$ cat config.mk
export PLATFORM = sky130hd
export DESIGN_NAME = easyaxi_traffic_gen
export DESIGN_NICKNAME = d
export VERILOG_FILES = /design/src/rtl/easyaxi_traffic_gen.sv
export SDC_FILE = /design/constraint.sdc
export NUM_CORES = 1
export LEC_CHECK = 0
export CAP_MARGIN = 10
export CORE_AREA = 2 2 110 112
export CTS_BUF_LIST = sky130_fd_sc_hd__clkbuf_4 sky130_fd_sc_hd__clkbuf_8
export CTS_CLUSTER_DIAMETER = 30
export DETAILED_ROUTE_END_ITERATION = 16
export DIE_AREA = 0 0 112 114
export GPL_TIMING_DRIVEN = 0
export PLACE_DENSITY = 0.88
export SLEW_MARGIN = 20
export SYNTH_ARGS = -nofsm -noshare
export SYNTH_HDL_FRONTEND = slang
export SYNTH_SLANG_ARGS = --single-unit
$ cat constraint.sdc
create_clock -name clk -period 3.6 [get_ports clk]
set_input_delay 0.54 -clock clk [delete_from_list [all_inputs] [get_ports clk]]
set_output_delay 0.54 -clock clk [all_outputs]
set_load 0.03 [all_outputs]
$ cat src/rtl/easyaxi_traffic_gen.sv
// AXI4 master traffic generator: NUM_TXN write-then-read-back burst pairs against one slave.
// Build option EASYAXI_TG_CHECK_EN: read-back data/response/rlast checking and error counting.
module easyaxi_traffic_gen #(
  parameter int ADDR_WIDTH = 32,
  parameter int DATA_WIDTH = 32,
  parameter int ID_WIDTH   = 4,
  parameter int BURST_LEN  = 4,
  parameter int NUM_TXN    = 8,
  parameter logic [ADDR_WIDTH-1:0] BASE_ADDR = '0
) (
  input  logic                    clk,
  input  logic                    rst_n,
  input  logic                    enable,
  output logic                    done,
  output logic                    pass,
  output logic [15:0]             err_cnt,
  output logic                    awvalid,
  input  logic                    awready,
  output logic [ADDR_WIDTH-1:0]   awaddr,
  output logic [ID_WIDTH-1:0]     awid,
  output logic [7:0]              awlen,
  output logic [2:0]              awsize,
  output logic [1:0]              awburst,
  output logic                    wvalid,
  input  logic                    wready,
  output logic [DATA_WIDTH-1:0]   wdata,
  output logic [DATA_WIDTH/8-1:0] wstrb,
  output logic                    wlast,
  input  logic                    bvalid,
  input  logic [1:0]              bresp,
  output logic                    bready,
  output logic                    arvalid,
  input  logic                    arready,
  output logic [ADDR_WIDTH-1:0]   araddr,
  output logic [ID_WIDTH-1:0]     arid,
  output logic [7:0]              arlen,
  output logic [2:0]              arsize,
  output logic [1:0]              arburst,
  input  logic                    rvalid,
  input  logic [DATA_WIDTH-1:0]   rdata,
  input  logic [1:0]              rresp,
  input  logic                    rlast,
  output logic                    rready
);

  localparam int BYTES = DATA_WIDTH / 8;
  localparam logic [2:0]            SIZE      = 3'($clog2(BYTES));
  localparam logic [ADDR_WIDTH-1:0] STRIDE    = ADDR_WIDTH'(BURST_LEN * BYTES);
  localparam logic [8:0]            LAST_BEAT = 9'(BURST_LEN - 1);
  localparam logic [15:0]           LAST_TXN  = 16'(NUM_TXN - 1);

  typedef enum logic [2:0] {S_IDLE, S_AW, S_W, S_B, S_AR, S_R, S_NEXT, S_DONE} state_t;

  state_t                state, state_n;
  logic [15:0]           txn;
  logic [8:0]            beat;
  logic [ADDR_WIDTH-1:0] addr_q;
  logic [DATA_WIDTH-1:0] data_q;
  logic                  last_beat;

  assign last_beat = (beat == LAST_BEAT);

  always_ff @(posedge clk or negedge rst_n) begin
    if (!rst_n) state <= S_IDLE;
    else        state <= state_n;
  end

  always_comb begin
    state_n = state;
    case (state)
      S_IDLE: if (enable)               state_n = S_AW;
      S_AW:   if (awready)              state_n = S_W;
      S_W:    if (wready && last_beat)  state_n = S_B;
      S_B:    if (bvalid)               state_n = S_AR;
      S_AR:   if (arready)              state_n = S_R;
      S_R:    if (rvalid && last_beat)  state_n = S_NEXT;
      S_NEXT: begin
        if (txn == LAST_TXN) state_n = S_DONE;
        else if (!enable)    state_n = S_IDLE;
        else                 state_n = S_AW;
      end
      S_DONE: if (!enable)              state_n = S_IDLE;
      default:                          state_n = S_IDLE;
    endcase
  end

  // data_q tracks the expected beat value; it is reloaded at the start of each burst
  always_ff @(posedge clk or negedge rst_n) begin
    if (!rst_n) begin
      txn    <= '0;
      beat   <= '0;
      addr_q <= '0;
      data_q <= '0;
    end else begin
      case (state)
        S_IDLE: if (enable) begin
          txn    <= '0;
          beat   <= '0;
          addr_q <= BASE_ADDR;
        end
        S_AW, S_AR: if ((state == S_AW) ? awready : arready) begin
          beat   <= '0;
          data_q <= DATA_WIDTH'(addr_q);
        end
        S_W, S_R: if ((state == S_W) ? wready : rvalid) begin
          beat   <= last_beat ? 9'd0 : beat + 9'd1;
          data_q <= data_q + DATA_WIDTH'(BYTES);
        end
        S_NEXT: if (txn != LAST_TXN && enable) begin
          txn    <= txn + 16'd1;
          addr_q <= addr_q + STRIDE;
        end
        default: ;
      endcase
    end
  end

  assign done    = (state == S_DONE);
  assign awvalid = (state == S_AW);
  assign wvalid  = (state == S_W);
  assign bready  = (state == S_B);
  assign arvalid = (state == S_AR);
  assign rready  = (state == S_R);
  assign wlast   = (state == S_W) && last_beat;
  assign awaddr  = addr_q;
  assign araddr  = addr_q;
  assign wdata   = data_q;
  assign wstrb   = '1;
  assign awid    = '0;
  assign arid    = '0;
  assign awlen   = 8'(BURST_LEN - 1);
  assign arlen   = 8'(BURST_LEN - 1);
  assign awsize  = SIZE;
  assign arsize  = SIZE;
  assign awburst = 2'b01;
  assign arburst = 2'b01;

`ifdef EASYAXI_TG_CHECK_EN
  logic        err_inc;
  logic [15:0] err_q;

  always_comb begin
    err_inc = 1'b0;
    if (state == S_B && bvalid && bresp != 2'b00) err_inc = 1'b1;
    if (state == S_R && rvalid &&
        (rdata != data_q || rresp != 2'b00 || rlast != last_beat)) err_inc = 1'b1;
  end

  always_ff @(posedge clk or negedge rst_n) begin
    if (!rst_n)                              err_q <= '0;
    else if (state == S_IDLE && enable)      err_q <= '0;
    else if (err_inc && err_q != 16'hFFFF)   err_q <= err_q + 16'd1;
  end

  assign err_cnt = err_q;
  assign pass    = done && (err_q == 16'd0);
`else
  logic unused_rsp;
  assign unused_rsp = ^{bresp, rdata, rresp, rlast};
  assign err_cnt    = '0;
  assign pass       = done;
`endif

endmodule
; ---- Yosys cells after proc, flatten, opt, wreduce, memory -nomap -nowiden
; Cells that the tools add are included.
[totals]
in_bits = 45
regBits = 92
output_inout_bits = 158
[classes]
eq_ne = 20
n_mux = 26
n_reduce_logical = 14
addsub = 4
[op_table]
columns = op, count
row1 = $mux 32, 4
row2 = $pmux 32 s2, 2
row3 = $mux 9, 4
row4 = $add 32x3->32 const B, 1
row5 = $add 32x5->32 const B, 1
row6 = $mux 16, 2
row7 = $pmux 16 s2, 1
row8 = $pmux 9 s3, 1
row9 = $mux 3, 8
row10 = $pmux 3 s8, 1
row11 = $add 16x1->16 const B, 1
row12 = $eq 16x3->1 const B, 1
row13 = $ne 16x3->1 const B, 1
row14 = $eq 3x3->1 const B, 4
row15 = $ne 2x2->1 const B, 6
row16 = $add 9x1->9 const B, 1
row17 = $eq 9x2->1 const B, 1
row18 = $ne 2x1->1 const B, 4
row19 = $reduce_and 7->1, 1
row20 = $eq 3x2->1 const B, 2
row21 = $reduce_and 3->1, 2
row22 = $logic_and 1x1->1, 4
row23 = $reduce_and 4->1, 1
row24 = $reduce_bool 2->1, 2
row25 = 5 further kinds, 8

; ---- Logic depth before layout (Yosys ltp)
; Gate-level depths: netlist (run 1).
[logic_depth]
ltp_word = 4
ltp_mapped = 10

; ---- Worst setup path before layout (run 1)
; OpenSTA, ideal clock, no wires.
[synth_path]
path_type = register -> register
startpoint = register data_q[2] (netlist: wdata[2])
endpoint = register data_q[26] (netlist: wdata[26])
path_slack_ns = 1.460
period_less_slack_ns = 2.140
stages_incl_launch_ff = 7
setup_time_ns = 0.120
arrival_time_ns = 2.020
path_cell_list = dfrtp_1 -> ha_1 -> and4_1 -> nor2b_1 -> nand3_1 -> or4_1 -> o211a_1
[synth_via]
elab_chain_len = 3
[synth_rtl]
columns = element, line_no
row1 = "start, declared", 58  ; logic [DATA_WIDTH-1:0] data_q;
row2 = "start signal, assigned", 103  ; data_q <= DATA_WIDTH'(addr_q);
row3 = "start signal, assigned", 107  ; data_q <= data_q + DATA_WIDTH'(BYTES);
row4 = $add 32x3->32, 107
row5 = $mux 32, 105  ; S_W, S_R: if ((state == S_W) ? wready : rvalid) begin
row6 = $pmux 32 s2, 95  ; case (state)
; Every way passes these cells. The select of a mux whose other input is x is not followed.
; A chain may end at the register's enable or synchronous reset.

; ---- Worst setup path in the final report (run 1)
[layout_path]
startpoint = register beat[0]
endpoint = output port wlast
[layout_via]
elab_chain_len = 2
[layout_rtl]
columns = element, line_no
row1 = "start, declared", 56  ; logic [8:0] beat;
row2 = "start signal, assigned", 106  ; beat <= last_beat ? 9'd0 : beat + 9'd1;
row3 = $eq 9x2->1, 61  ; assign last_beat = (beat == LAST_BEAT);
row4 = $logic_and 1x1->1, 124  ; assign wlast = (state == S_W) && last_beat;
row5 = "end, declared", 28  ; output logic wlast,
; Every way passes these cells.

==> results of run 1 <==
flip-flops by register name (all words and copies together) (netlist names):
signal / flops
araddr: 28
beat: 9
state: 3
txn: 16
wdata: 30
stage by stage:
| step | instance area (µm²) | total power [µW] | utilization, % |
|---|---|---|---|
| global placement | 7260 | 3920 | 62.0 |
| global route | 7510 | 5070 | 64.2 |
| finish | 7510 | 4810 | 64.2 |
| floorplan | 6070 | 3120 | - |
| detailed placement | 7290 | 3980 | 62.2 |
| CTS | 7510 | 4770 | 64.2 |
per-layer routing:
metal  track usage (%)  vias up  wire length, µm
met5                 0        -                0
met4              10.3        0              369
met3              5.42       42             1550
met2              42.5      315             8120
met1              32.7     2668             6460
li1                  -     2725                -
path summary, 6_finish.rpt:
kind / to / slack [ns] / cells past startpoint
worst max register to register: araddr[17] / 1.13 / 8
worst min register to register: beat[8] / 0.49 / 1
worst max-delay path: wlast / 0.56 / 4
worst min-delay path: wdata[9] / 0.11 / 1
max in group asynchronous: araddr[16] / 2.85 / 2
min in group clk: beat[8] / 0.49 / 1
logic make-up after synthesis:
logic type	Yosys count	share of synthesized area [%]
compound gates	168	18.7
xor+xnor	21	3.15
fa+ha+maj	4	0.857
buf+inv	141	15.7
other cells	2	0.129
flops	86	36.9
mux	3	0.557
simple gates	263	24.0
power groups by stage:
stage | Combinational, µW | Sequential [µW] | Clock, µW
finish | 2560 | 1470 | 781
global route | 2740 | 1500 | 829
CTS | 2530 | 1450 | 785
detailed placement | 2510 | 1470 | 0
global placement | 2450 | 1470 | 0
floorplan | 1370 | 1750 | 0
layout make-up:
type,instances,area [µm²]
multi-input combinational,523,3000
timing repair buffer,102,1040
buffer,132,881
fill,1008,4200
tap,147,184
clock buffer,9,124
clock inverter,7,101
sequential,86,2150
inverter,9,33.8
Yosys cell counts, types with 3 or more instances:
cell and instances:
nor2_1 42, o21ai_1 4, xnor2_1 14, nand4_1 21
nor2b_1 3, or4_1 16, a31oi_1 5, and4_1 11
nor3_1 9, dfrtp_1 86, ha_1 4, o31ai_1 15
a21oi_1 52, a2bb2oi_1 6, or3_1 10, o22ai_1 14
nor4_1 9, inv_1 9, clkbuf_1 20, and3_1 14
a22oi_1 3, o211ai_1 10, o21ai_0 30, xor2_1 7
and2_1 4, nand3_1 33, buf_4 94, nand2b_1 6
o22a_1 8, nand2_1 70, buf_2 14, a2111oi_0 5
==> qor.yml, run 1 <==
sta:
  min_period_over_period_pct: 84.5
  setup_viol: 0
  fmax_ghz: 0.329
  tns_ns: 0
  worst_slack_ns: 0.558
  hold_violations: 0
  holdWs_ns: 0.112
  worst_pin_slew_ns: 0.668
  fin_crit_ns: 3.04
  slew_headroom_pct: 54.8
  fin_worst_skew_ns: 0.0108
  drv_slew: 0
  rsz0062_at_grt: "no"
synth:
  syn_avg_cell_area_um2: 8.48
  yosysSeqAreaShare_pct: 36.9
  ys_warn_count: 0
  dominantRegCellSynth: "dfrtp_1"
  synth_area_leaders: "dfrtp_1 (37%), buf_4 (12%), nand2_1 (4.5%)"
  synth.distinct_cells: 63
  syn-cell-area_um2: 5840
  synthArstFlopShare_pct: 100
  synthCells: 688
  synth_edf_count: 0
  yosys_register_bits: 86
  netlist.area_leader.share_pct: 36.9
  synth_top_area_cell: "dfrtp_1"
setup_path:
  worstSetupPathType: "register to output pin"
  crit_fanout: 5
  timing.rr.start: "txn[0]"
  cp_cell_sequence: "ha_1 > nor4b_1 > and3_1 > clkdlybuf4s50_1"
  crit_slowest_cell: "clkdlybuf4s50_1"
  setup.worst_path.start: "beat[0]"
  path_delay_family: "simple AND/OR/NAND/NOR gates"
  cp_data_required_time_ns: 3.06
  cpPeakStageDelay_ns: 0.67
  crit_path_start_kind: "register"
  arrival_ns: 2.50
  end_kind: "output pin"
  crit_buf_inv: 1
placement:
  port_buffers: 101
  post-place-ws_ns: 0.882
  gp_congestion: 0.949
  post-place-cells: 999
  post-dp-hpwl_mm: 11.8
detailed_routing:
  wl_per_cell_um: 16.3
  vias_per_cell: 5.67
  ant_nets: 0
  vias: 5750
  drt_first_pass_iters: 6
  drc_errors: 0
  drt_wl_total_mm: 16.5
  drtIter0Drc: 577
final_layout:
  stdcell_count: 1015
  mostFrequentLayoutCells: "clkdlybuf4s50_1 (100), buf_4 (95), dfrtp_1 (86), nand2_1 (70), conb_1 (64)"
  layout_commonest_cell: "clkdlybuf4s50_1"
  diodes: 0
  layout-drive-gt1-share_pct: 16.0
  nNetsFinal: 912
  area_growth_syn_to_layout_pct: 28.7
power:
  internal-power_uw: 2530
  p_clk_share_pct: 16.2
  ir_drop_mv: 0.458
  p_per_area_nw_per_um2: 640
  seq_power_share_pct: 30.5
  power.switching_uw: 2280
  comb_power_share_pct: 53.2
  switching_share_pct: 47.4
  power.leakage_uw: 0.00324
global_route:
  grt_pass1_wl_mm: 26.4
  grt-ovfl-total: 0
  antenna_found_initial: 0
  track_usage_pct: 25.5
  grt_pass1_vias: 5228
  grt_max_degree: 54
floorplan:
  initial_core_util_pct: 49.8
  coreArea_um2: 11700
  ioPinCount: 203
  design.die.area_um2: 12800
  die_h_um: 114
  num_rows: 40
  die_w_um: 112
clocking:
  cts_buffer_depth: 2
  cts_buffers: 9
  postCtsSetupBuffers: 0
  h-tree-depth: 3
  clkSinkCount: 86
  cts_root_buf: "clkbuf_8"
  cts.clk_slew.worst_paths_ns: 0.10
  worstSkewPairLatency_ns: 0.37
  tritoncts: "yes"
  cts.repair.resized: 0
  postCtsHoldBufs: 0
job:
  cap_violations: 0
worst_hold_path:
  min_path_type: "primary input to async pin"
status:
  status: "finished, final reports clean"
No activity file was read; power rests on OpenSTA's default activity.
==> run 2: changes to the inputs <==
--- a/config.mk
+++ b/config.mk
@@ -6,13 +6,13 @@
 export NUM_CORES = 1
 export LEC_CHECK = 0
 export CAP_MARGIN = 10
-export CORE_AREA = 2 2 110 112
+export CORE_AREA = 2 2 120 122
 export CTS_BUF_LIST = sky130_fd_sc_hd__clkbuf_4 sky130_fd_sc_hd__clkbuf_8
 export CTS_CLUSTER_DIAMETER = 30
 export DETAILED_ROUTE_END_ITERATION = 16
-export DIE_AREA = 0 0 112 114
+export DIE_AREA = 0 0 122 124
 export GPL_TIMING_DRIVEN = 0
-export PLACE_DENSITY = 0.88
+export PLACE_DENSITY = 0.79
 export SLEW_MARGIN = 20
 export SYNTH_ARGS = -nofsm -noshare
 export SYNTH_HDL_FRONTEND = slang
==> constraint.sdc (replaced) <==
create_clock -name clk -period 2.7 [get_ports clk]
set_input_delay 0.405 -clock clk [delete_from_list [all_inputs] [get_ports clk]]
set_output_delay 0.405 -clock clk [all_outputs]
set_load 0.03 [all_outputs]
==> qor.yml, run 2 (same netlist as run 1, synthesis figures left out) <==
sta:
  min_period_over_period_pct: 96.2
  fin_worst_skew_ns: 0.0160
  tns_ns: 0
  fin_crit_ns: 2.60
  worst_pin_slew_ns: 0.616
  hold_violations: 0
  drv_slew: 0
  slew_headroom_pct: 58.7
  setup_viol: 0
  rsz0062_at_grt: "no"
  fmax_ghz: 0.385
final_layout:
  stdcell_count: 1048
  layout-drive-gt1-share_pct: 16.5
  diodes: 0
  area_growth_syn_to_layout_pct: 29.2
  layout_commonest_cell: "clkdlybuf4s50_1"
  nNetsFinal: 913
  largest_reg_flops: 30
  mostFrequentLayoutCells: "clkdlybuf4s50_1 (99), buf_4 (98), dfrtp_1 (86), nand2_1 (70), conb_1 (64)"
setup_path:
  worstSetupPathType: "register to output pin"
  crit_fanout: 10
  end_kind: "output pin"
  cp_data_required_time_ns: 2.30
  r2r_slack_ns: 0.31
  arrival_ns: 2.19
  crit_path_start_kind: "register"
floorplan:
  die_w_um: 122
  ioPinCount: 203
  coreArea_um2: 13700
  die_h_um: 124
  initial_core_util_pct: 42.5
  design.die.area_um2: 15100
  num_rows: 43
power:
  p_clk_share_pct: 13.3
  internal-power_uw: 3180
  p_per_area_nw_per_um2: 817
  power.switching_uw: 2980
  seq_power_share_pct: 31.7
  power.leakage_uw: 0.00325
  ir_drop_mv: 0.322
  comb_power_share_pct: 55.1
  switching_share_pct: 48.3
clocking:
  h-tree-depth: 3
  tritoncts: "yes"
  cts_root_buf: "clkbuf_8"
  worstSkewPairLatency_ns: 0.36
  cts.clk_slew.worst_paths_ns: 0.09
  cts_buffer_depth: 2
  clkSinkCount: 86
  cts_buffers: 9
job:
  cap_violations: 0
placement:
  post-dp-hpwl_mm: 12.0
  gp_congestion: 0.898
  port_buffers: 101
  post-place-cells: 1032
detailed_routing:
  vias: 5766
  drt_first_pass_iters: 5
  drtIter0Drc: 615
  vias_per_cell: 5.50
  wl_per_cell_um: 15.9
  drt_wl_total_mm: 16.7
  drc_errors: 0
  ant_nets: 0
global_route:
  grt_pass1_wl_mm: 26.4
  grt_max_degree: 52
  antenna_found_initial: 0
  grt_pass1_vias: 5286
  track_usage_pct: 21.9
  grt-ovfl-total: 0
worst_hold_path:
  min_path_type: "primary input to async pin"
status:
  status: "finished, final reports clean"
run 2: changes by cell type in the layout (fill, tap and decap cells not counted), moves of 2 or more:
cell / delta
buf_4: +3
clkbuf_4: +2
inv_6: -3
clkinv_2: +2
bufinv_16: -2
clkbuf_1: -2
run 2: stage by stage:
| step | area [µm²] | hold WS (ns) | utilization [%] | setup WS [ns] | total power (µW) |
|---|---|---|---|---|---|
| floorplan | 6070 | 0.109 | - | 0.560 | 4160 |
| global placement | 7310 | 0.480 | 53.3 | -1.98 | 5270 |
| detailed placement | 7330 | 0.406 | 53.4 | 0.0941 | 5320 |
| CTS | 7500 | 0.00839 | 54.7 | 0.00184 | 6130 |
| global route | 7540 | 0.0450 | 55.0 | 0.00699 | 6530 |
| finish | 7540 | 0.000477 | 55.0 | 0.102 | 6160 |
run 2: power groups by stage:
stage / registers [µW] / logic, µW / clock network [µW]
floorplan: 2330 / 1830 / 0
global placement: 1960 / 3310 / 0
detailed placement: 1960 / 3360 / 0
CTS: 1940 / 3370 / 830
global route: 1990 / 3680 / 871
finish: 1950 / 3390 / 817
run 2: final cells by class:
| class | instances | area, µm² |
|---|---|---|
| buffer | 130 | 873 |
| clock buffer | 11 | 139 |
| clock inverter | 4 | 25.0 |
| fill | 1273 | 6180 |
| inverter | 9 | 33.8 |
| multi-input combinational | 523 | 3030 |
| sequential | 86 | 2150 |
| tap | 180 | 225 |
| timing repair buffer | 105 | 1060 |
run 2: path summary, 6_finish.rpt:
| check | cells past startpoint | from | endpoint |
|---|---|---|---|
| max | 5 | state[2] | pass |
| min | 1 | rst_n | beat[8] |
| max reg2reg | 6 | wdata[2] | wdata[26] |
| min reg2reg | 2 | txn[1] | txn[1] |
| max in group asynchronous | 2 | rst_n | araddr[17] |
| min in group clk | 2 | txn[1] | txn[1] |
run 2: repair_timing:
item,4_1_cts,5_1_grt
setup endpoints to repair,1,4
gates resized for setup,1,4
setup buffers,0,3
hold buffers,0,0
pin swaps,0,0
run 2: metal layers:
metal  track usage, %  vias up  part of all wire (%)
met4             8.69        0                   2.5
li1                 -     2707                     -
met1             30.1     2746                    43
met3             2.79       37                   7.1
met5                0        -                     0
met2             35.2      276                    47
run 2: worst max-delay path, cell delays in order (launching register included):
cell	delay [ns]
dfrtp_1	0.32
buf_2	0.16
clkbuf_1	0.34
and3_1	0.24
buf_4	0.11
clkdlybuf4s50_1	0.65
